$ cat config.mk
export PLATFORM = sky130hd
export DESIGN_NAME = conv_window_gen_flat
export DESIGN_NICKNAME = d
export VERILOG_FILES = /design/src/rtl/cnn_pkg.sv /design/src/rtl/conv_window_gen_if.sv /design/src/rtl/line_delay.sv /design/src/rtl/conv_window_gen.sv /design/src/flat_wrapper.sv
export SDC_FILE = /design/constraint.sdc
export NUM_CORES = 1
export LEC_CHECK = 0
export ABC_CLOCK_PERIOD_IN_PS = 29400
export BUFFER_PORTS_ARGS = -buffer_cell sky130_fd_sc_hd__buf_2
export CAP_MARGIN = 5
export CORE_ASPECT_RATIO = 1.5
export CORE_UTILIZATION = 55
export DETAILED_ROUTE_END_ITERATION = 10
export HOLD_SLACK_MARGIN = 0.02
export PLACE_DENSITY = 0.78
export SYNTH_ARGS = -nofsm -noshare
export SYNTH_HDL_FRONTEND = slang
export SYNTH_SLANG_ARGS = --single-unit
export TNS_END_PERCENT = 50
$ cat constraint.sdc
create_clock -name clk -period 29.4 [get_ports clk]
set_input_delay 4.41 -clock clk [delete_from_list [all_inputs] [get_ports clk]]
set_output_delay 4.41 -clock clk [all_outputs]
set_load 0.01 [all_outputs]
$ cat src/rtl/cnn_pkg.sv
// Shared MNIST CNN geometry and small helpers used across the datapath.
package cnn_pkg;

  localparam int unsigned IMG_W = 28;
  localparam int unsigned IMG_H = 28;
  localparam int unsigned K     = 5;
  localparam int unsigned PIX_W = 8;
  localparam int unsigned OUT_W = IMG_W - K + 1;
  localparam int unsigned OUT_H = IMG_H - K + 1;

  // Index width for a 0..n-1 counter, never narrower than one bit.
  function automatic int unsigned idx_w(input int unsigned n);
    return (n > 1) ? $clog2(n) : 1;
  endfunction

endpackage

$ cat src/rtl/conv_window_gen_if.sv
// Pixel-in / window-out bundle of conv_window_gen. win_row/win_col exist only with WIN_COORD_EN.
interface conv_window_gen_if #(
  parameter int unsigned K     = cnn_pkg::K,
  parameter int unsigned PIX_W = cnn_pkg::PIX_W,
  parameter int unsigned ROW_W = cnn_pkg::idx_w(cnn_pkg::OUT_H),
  parameter int unsigned COL_W = cnn_pkg::idx_w(cnn_pkg::OUT_W)
);

  logic                   in_valid;
  logic [PIX_W-1:0]       pixel;
  logic                   win_valid;
  logic [K*K*PIX_W-1:0]   win_data;
  logic                   frame_done;
`ifdef WIN_COORD_EN
  logic [ROW_W-1:0]       win_row;
  logic [COL_W-1:0]       win_col;
`endif

  modport master (
    output in_valid,
    output pixel,
    input  win_valid,
    input  win_data,
`ifdef WIN_COORD_EN
    input  win_row,
    input  win_col,
`endif
    input  frame_done
  );

  modport slave (
    input  in_valid,
    input  pixel,
    output win_valid,
    output win_data,
`ifdef WIN_COORD_EN
    output win_row,
    output win_col,
`endif
    output frame_done
  );

endinterface

$ cat src/rtl/line_delay.sv
// Enabled shift delay of Depth samples; one image row of history in the window generator.
module line_delay #(
  parameter int unsigned Depth = cnn_pkg::IMG_W,
  parameter int unsigned Width = cnn_pkg::PIX_W
) (
  input  logic             clk_i,
  input  logic             en_i,
  input  logic [Width-1:0] d_i,
  output logic [Width-1:0] q_o
);

  logic [Width-1:0] mem_q [Depth];

  // Contents are don't-care after reset; the consumer's row gating hides them.
  always_ff @(posedge clk_i) begin
    if (en_i) begin
      mem_q[0] <= d_i;
      for (int unsigned i = 1; i < Depth; i++) begin
        mem_q[i] <= mem_q[i-1];
      end
    end
  end

  assign q_o = mem_q[Depth-1];

endmodule

$ cat src/rtl/conv_window_gen.sv
// K x K sliding-window generator over a raster pixel stream, one window per accepted pixel
// once row and col reach K-1. Define WIN_COORD_EN to add the win_row/win_col outputs.
module conv_window_gen #(
  parameter int unsigned IMG_W = cnn_pkg::IMG_W,
  parameter int unsigned IMG_H = cnn_pkg::IMG_H,
  parameter int unsigned K     = cnn_pkg::K,
  parameter int unsigned PIX_W = cnn_pkg::PIX_W
) (
  input  logic               clk,
  input  logic               rst,
  conv_window_gen_if.slave   win_if
);
  import cnn_pkg::*;

  localparam int unsigned ColW    = idx_w(IMG_W);
  localparam int unsigned RowW    = idx_w(IMG_H);
  localparam int unsigned OutRowW = idx_w(IMG_H - K + 1);
  localparam int unsigned OutColW = idx_w(IMG_W - K + 1);
  localparam int unsigned WinW    = K * K * PIX_W;

  localparam logic [ColW-1:0] ColLast  = ColW'(IMG_W - 1);
  localparam logic [RowW-1:0] RowLast  = RowW'(IMG_H - 1);
  localparam logic [ColW-1:0] ColFirst = ColW'(K - 1);
  localparam logic [RowW-1:0] RowFirst = RowW'(K - 1);

  logic             accept;
  logic             complete;
  logic             last_win;
  logic [ColW-1:0]  col_q, col_d;
  logic [RowW-1:0]  row_q, row_d;
  logic [WinW-1:0]  win_q, win_d;
  logic [WinW-1:0]  win_data_q;
  logic             win_valid_q;
  logic             frame_done_q;
  logic [PIX_W-1:0] ld_in [K-1];
  logic [PIX_W-1:0] tap   [K-1];

  // A pixel offered while reset is low is dropped.
  assign accept = win_if.in_valid & rst;

  // tap[i] is the pixel i+1 rows above the incoming one.
  for (genvar i = 0; i < K - 1; i++) begin : g_line
    if (i == 0) begin : g_head
      assign ld_in[i] = win_if.pixel;
    end else begin : g_chain
      assign ld_in[i] = tap[i-1];
    end
    line_delay #(
      .Depth (IMG_W),
      .Width (PIX_W)
    ) u_line_delay (
      .clk_i (clk),
      .en_i  (accept),
      .d_i   (ld_in[i]),
      .q_o   (tap[i])
    );
  end

  always_comb begin
    win_d = win_q;
    for (int unsigned r = 0; r < K; r++) begin
      for (int unsigned c = 0; c < K - 1; c++) begin
        win_d[(r*K+c)*PIX_W +: PIX_W] = win_q[(r*K+c+1)*PIX_W +: PIX_W];
      end
    end
    for (int unsigned r = 0; r < K - 1; r++) begin
      win_d[(r*K+K-1)*PIX_W +: PIX_W] = tap[K-2-r];
    end
    win_d[(K*K-1)*PIX_W +: PIX_W] = win_if.pixel;
  end

  always_comb begin
    col_d = col_q;
    row_d = row_q;
    if (accept) begin
      if (col_q == ColLast) begin
        col_d = '0;
        row_d = (row_q == RowLast) ? '0 : row_q + 1'b1;
      end else begin
        col_d = col_q + 1'b1;
      end
    end
  end

  assign complete = accept && (row_q >= RowFirst) && (col_q >= ColFirst);
  assign last_win = complete && (row_q == RowLast) && (col_q == ColLast);

  always_ff @(posedge clk) begin
    if (!rst) begin
      col_q        <= '0;
      row_q        <= '0;
      win_valid_q  <= 1'b0;
      frame_done_q <= 1'b0;
      win_data_q   <= '0;
    end else begin
      col_q        <= col_d;
      row_q        <= row_d;
      win_valid_q  <= complete;
      frame_done_q <= last_win;
      if (complete) begin
        win_data_q <= win_d;
      end
    end
  end

  always_ff @(posedge clk) begin
    if (accept) begin
      win_q <= win_d;
    end
  end

  assign win_if.win_valid  = win_valid_q;
  assign win_if.frame_done = frame_done_q;
  assign win_if.win_data   = win_data_q;

`ifdef WIN_COORD_EN
  logic [RowW-1:0]    out_row;
  logic [ColW-1:0]    out_col;
  logic [OutRowW-1:0] win_row_q;
  logic [OutColW-1:0] win_col_q;

  assign out_row = row_q - RowFirst;
  assign out_col = col_q - ColFirst;

  always_ff @(posedge clk) begin
    if (!rst) begin
      win_row_q <= '0;
      win_col_q <= '0;
    end else if (complete) begin
      win_row_q <= OutRowW'(out_row);
      win_col_q <= OutColW'(out_col);
    end
  end

  assign win_if.win_row = win_row_q;
  assign win_if.win_col = win_col_q;
`endif

endmodule

$ cat src/flat_wrapper.sv
// flat-port wrapper written by rule: the top's interface ports become plain ports
module conv_window_gen_flat import cnn_pkg::*;
#(
  parameter int unsigned IMG_W = cnn_pkg::IMG_W,
  parameter int unsigned IMG_H = cnn_pkg::IMG_H,
  parameter int unsigned K     = cnn_pkg::K,
  parameter int unsigned PIX_W = cnn_pkg::PIX_W
)
  (clk, rst, win_if_in_valid, win_if_pixel, win_if_win_valid, win_if_win_data, win_if_frame_done);
  conv_window_gen_if #(.K(K), .PIX_W(PIX_W)) win_if_i ();
  input  logic clk;
  input  logic rst;
  input wire logic [$bits(win_if_i.in_valid)-1:0] win_if_in_valid;
  input wire logic [$bits(win_if_i.pixel)-1:0] win_if_pixel;
  output wire logic [$bits(win_if_i.win_valid)-1:0] win_if_win_valid;
  output wire logic [$bits(win_if_i.win_data)-1:0] win_if_win_data;
  output wire logic [$bits(win_if_i.frame_done)-1:0] win_if_frame_done;
  assign win_if_i.in_valid = win_if_in_valid;
  assign win_if_i.pixel = win_if_pixel;
  assign win_if_win_valid = win_if_i.win_valid;
  assign win_if_win_data = win_if_i.win_data;
  assign win_if_frame_done = win_if_i.frame_done;
  conv_window_gen #(.IMG_W(IMG_W), .IMG_H(IMG_H), .K(K), .PIX_W(PIX_W)) u_core (.clk(clk), .rst(rst), .win_if(win_if_i));
endmodule
# After elaboration in Yosys (flattened, before gate mapping)
# Memories as Yosys holds them, arrays and structs flattened.
# Index checks and enable logic that the tools add are counted.
classes:
  n_lt_le_gt_ge: 2
  n_eq_ne: 2
  mux: 4
  reduce_logical: 5
  add_sub_neg: 2
  bitwise: 1
op_table:
  columns: ["cell", "count"]
  rows:
  - ["$add 5x1->5 const B", 2]
  - ["$eq 5x5->1 const B", 2]
  - ["$ge 5x3->1 const B", 2]
  - ["$mux 5", 2]
  - ["$logic_and 1x1->1", 4]
  - ["$mux 1", 2]
  - ["$reduce_and 2->1", 1]
  - ["$and 1x1->1", 1]
word_totals:
  output_inout_bits: 202
  word_cells: 26
  ff_bits: 412
  memories: 4
  ramBits: 896
memory_table:
  columns: ["memory", "depth", "word_bits", "rd", "rd_ports_with_merged_regs", "wr", "line", "text"]
  rows:
  - ["u_core.g_line[0].u_line_delay.mem_q", 28, 8, 28, 0, 28, "line_delay.sv:12", "logic [Width-1:0] mem_q [Depth];"]
  - ["u_core.g_line[1].u_line_delay.mem_q", 28, 8, 28, 0, 28, "line_delay.sv:12", null]
  - ["u_core.g_line[2].u_line_delay.mem_q", 28, 8, 28, 0, 28, "line_delay.sv:12", null]
  - ["u_core.g_line[3].u_line_delay.mem_q", 28, 8, 28, 0, 28, "line_delay.sv:12", null]

# Longest topological paths before layout
logic_depth:
  word_depth: 5
  mapped_depth: 7
  ltp_nobuf: 4

# Modules after synthesis
# Synthesis repeated with hierarchy kept, for this count alone.
unflattened:
  hier_cells: 2003
  hier_area_um2: 40390.0
by_module_without_submodules:
  columns: ["mod", "seq_area_each_um2", "area_each_um2", "cells_each", "instances"]
  rows:
  - ["line_delay", 6726.5, 6786.5, 232, 4]
  - ["conv_window_gen", 9048.7, 13244.0, 1075, 1]

# Worst setup path after synthesis
# Ideal clock, no wire load.
synth_path:
  kind: "in2reg"
  from: "input port win_if_in_valid"
  to: "memory u_core.g_line[0].u_line_delay.mem_q[0][100] (netlist bit), enable pin"
  setup_time_ns: 1.264
  setup_slack_ns: 5.649
  cell_stages: 3
  arrival_time_ns: 22.487
  path_cell_list: "buf_4 > nand2_1 > inv_1"
synth_lines:
  columns: ["item", "line", "text"]
  rows:
  - ["start, declared", "flat_wrapper.sv:13", "input wire logic [$bits(win_if_i.in_valid)-1:0] win_if_in_valid;"]
  - ["end, declared", "line_delay.sv:12", null]

==> flow_metrics.tcl <==
set metrics [dict create \
    grt_pass1_wl_mm 83.4 \
    antenna_found_initial 0 \
    gp_congestion 0.724 \
    num_vias 15254 \
    final_cell_mix "edfxtp_1 (928), dfxtp_1 (212), buf_2 (211)" \
    power.density_nw_per_um2 75.4 \
    die_w_microns 212 \
    cp-end-kind "flip-flop" \
    num_rows 115 \
    cts_tree "yes" \
    final_cells 3075 \
    antenna_left 0 \
    setup_viol 0 \
    hold_viol 0 \
    status "completed" \
    crit_slowest_cell "buf_4" \
    numCtsBuffers 97 \
    ctsHoldBuffers 0 \
    place_ws_ps 19040 \
    drt_iter0_drc 1195 \
    layout_commonest_cell "edfxtp_1" \
    fin_setup_tns_ps 0 \
    antenna_cells 0 \
    dp_hpwl_mm 28.2 \
    drive_above_1_share_pct 17.0 \
    viasPerCell 4.96 \
    area_delta_synth_final_pct 13.8 \
    nNetsFinal 2130 \
    reg2reg_setup_slack_ps 25770 \
    clkSinkCount 1140 \
    die_h_microns 317 \
    ys_ff_latch 1140 \
    rsz0062_at_grt "false" \
    dieArea_sq_um 67300 \
    critPathLaunchType "primary input" \
    post-route-period-util_pct 32.3 \
    slew_violations 0 \
    post_cts_buffers 0 \
    grt_pass1_vias 15128 \
    critical-path-max-stage-delay_ps 970 \
    worst_pin_slew_ps 1080 \
    yosysSeqAreaShare_pct 88.2 \
    clockBufferDepth 3 \
    min_period_ps 9510 \
    arrival_ps 9770 \
    slew_headroom_pct 27.7 \
    hold_class "reg2reg" \
    crit_required_ps 29660 \
    grtUsageTotal_pct 16.2 \
    postSynthAreaPerCell_sq_um 19.8 \
    leakage_uw 0.0166 \
    irDropWorstVdd_v 0.0000701 \
    fmax_mhz 105 \
    crit_top_cell "buf_4" \
    io_pins 213 \
    maxCapViolCount 0 \
    synth_warnings 0 \
    drc 0 \
    root_buffer "clkbuf_16" \
    nFillCells 4347 \
    grt_overflow 0 \
    finalClockSkew_ps 17.5 \
    path_cells "buf_6 > nand2_1 > inv_8 > buf_4 > buf_4 > buf_4 > buf_4" \
    path_clk_slew_ps 70 \
    syn-num-nets 1854 \
    netlist_instances 1839 \
    port_buffers 212 \
    core-area_sq_um 65500 \
    start_util_pct 55.6 \
    cts-resized-gates 0 \
    setup_ws_ps 19890 \
    syn-cell-area_sq_um 36400 \
    htree_levels 3 \
    dr.pass1.iters 5 \
    synth.distinct_cells 31 \
    drt-total-wl_mm 53.7 \
    cp_max_fo 131 \
    grt_max_degree 178 \
    worstSetupPathType "in2reg" \
    avgRoutedWirePerCell_microns 17.5 \
    insertion_delay_ps 640 \
    dp.cells 2893 \
]
[area by class of cell]
type | count | area (sq um) | share of cell area, %
Sequential cell | 1140 | 32100 | 77.5
Multi-Input combinational cell | 443 | 3080 | 7.42
Clock buffer | 121 | 2620 | 6.33
Timing Repair Buffer | 225 | 1180 | 2.84
Tap cell | 877 | 1100 | 2.65
Inverter | 208 | 788 | 1.90
Clock inverter | 61 | 566 | 1.36
[state kept, by name, indices dropped and copies added (netlist names)]
signal / cells
u_core.win_if.win_valid: 1
u_core.win_q: 167
u_core.g_line.u_line_delay.mem_q: 761
u_core.win_if.win_data: 200
u_core.win_if.frame_done: 1
u_core.col_q: 5
u_core.row_q: 5
[metal layers]
metal / share of wire, % / vias to the layer above / track usage [%]
li1: - / 7121 / -
met1: 45 / 7650 / 22.1
met2: 49 / 391 / 25.9
met3: 4.3 / 92 / 2.76
met4: 2.4 / 0 / 6.69
met5: 0 / - / 0
[where the power goes]
part / leakage, uW / switching, uW / internal, uW
Sequential: 0.0104 / 18.2 / 1800
Clock: 0.00156 / 564 / 709
Combinational: 0.00464 / 31.2 / 3.94
Total: 0.0166 / 613 / 2510
[final timing paths]
check / start / end / depth (start not counted)
worst max-delay path: rst / u_core.g_line[2].u_line_delay.mem_q[1][66] / 7
worst min-delay path: u_core.g_line[0].u_line_delay.mem_q[1][38] / u_core.g_line[0].u_line_delay.mem_q[1][46] / 0
worst max register to register: u_core.row_q[2] / u_core.win_if.win_data[103] / 5
worst min register to register: u_core.g_line[0].u_line_delay.mem_q[1][38] / u_core.g_line[0].u_line_delay.mem_q[1][46] / 0
[cell usage after synthesis (all sizes together)]
master	number	area share [%]
o31ai	1	0.021
mux2i	202	5.6
or4b	2	0.055
nand4b	2	0.048
dfxtp	212	12
inv	208	2.1
nor3	2	0.027
clkbuf	23	0.24
o32ai	1	0.024
nand2b	2	0.034
or2	2	0.034
o211ai	1	0.021
o21ai	3	0.041
xor2	1	0.024
buf	25	1.0
nand3	3	0.041
a21boi	2	0.041
nand2	202	2.1
and3	3	0.052
nand4	2	0.034
edfxtp	928	77
o311ai	2	0.048
a211oi	1	0.021
xnor2	2	0.048
ha	4	0.14
nor2b	3	0.052
[critical path: cells and delay by family]
kind / cells / cell delay [ps]
AND/OR/NAND/NOR: 1 / 330
buffers and inverters: 6 / 4740
[metrics by stage]
stage                     util, %  cell area (sq um)  total power (uW)  hold WS, ps
final                        63.3              41400              3120          409
after global routing         63.3              41400              3230          415
after CTS                    63.3              41400              3160          401
after detailed placement     58.4              38200              1890          405
after global placement       58.4              38200              1880          402
after floorplan                 -              36400              1920          400
[cells by family after synthesis]
group                    after synthesis  synth area share [%]
XOR/XNOR                               3                0.0722
adder cells (fa/ha/maj)                4                 0.137
multiplexers                         202                  5.55
AND/OR/NAND/NOR                      223                  2.46
buffers and inverters                256                  3.40
AO/OA/AOI/OAI                         11                 0.216
flip-flops                          1140                  88.2
Power figures use the tool's default switching activity.
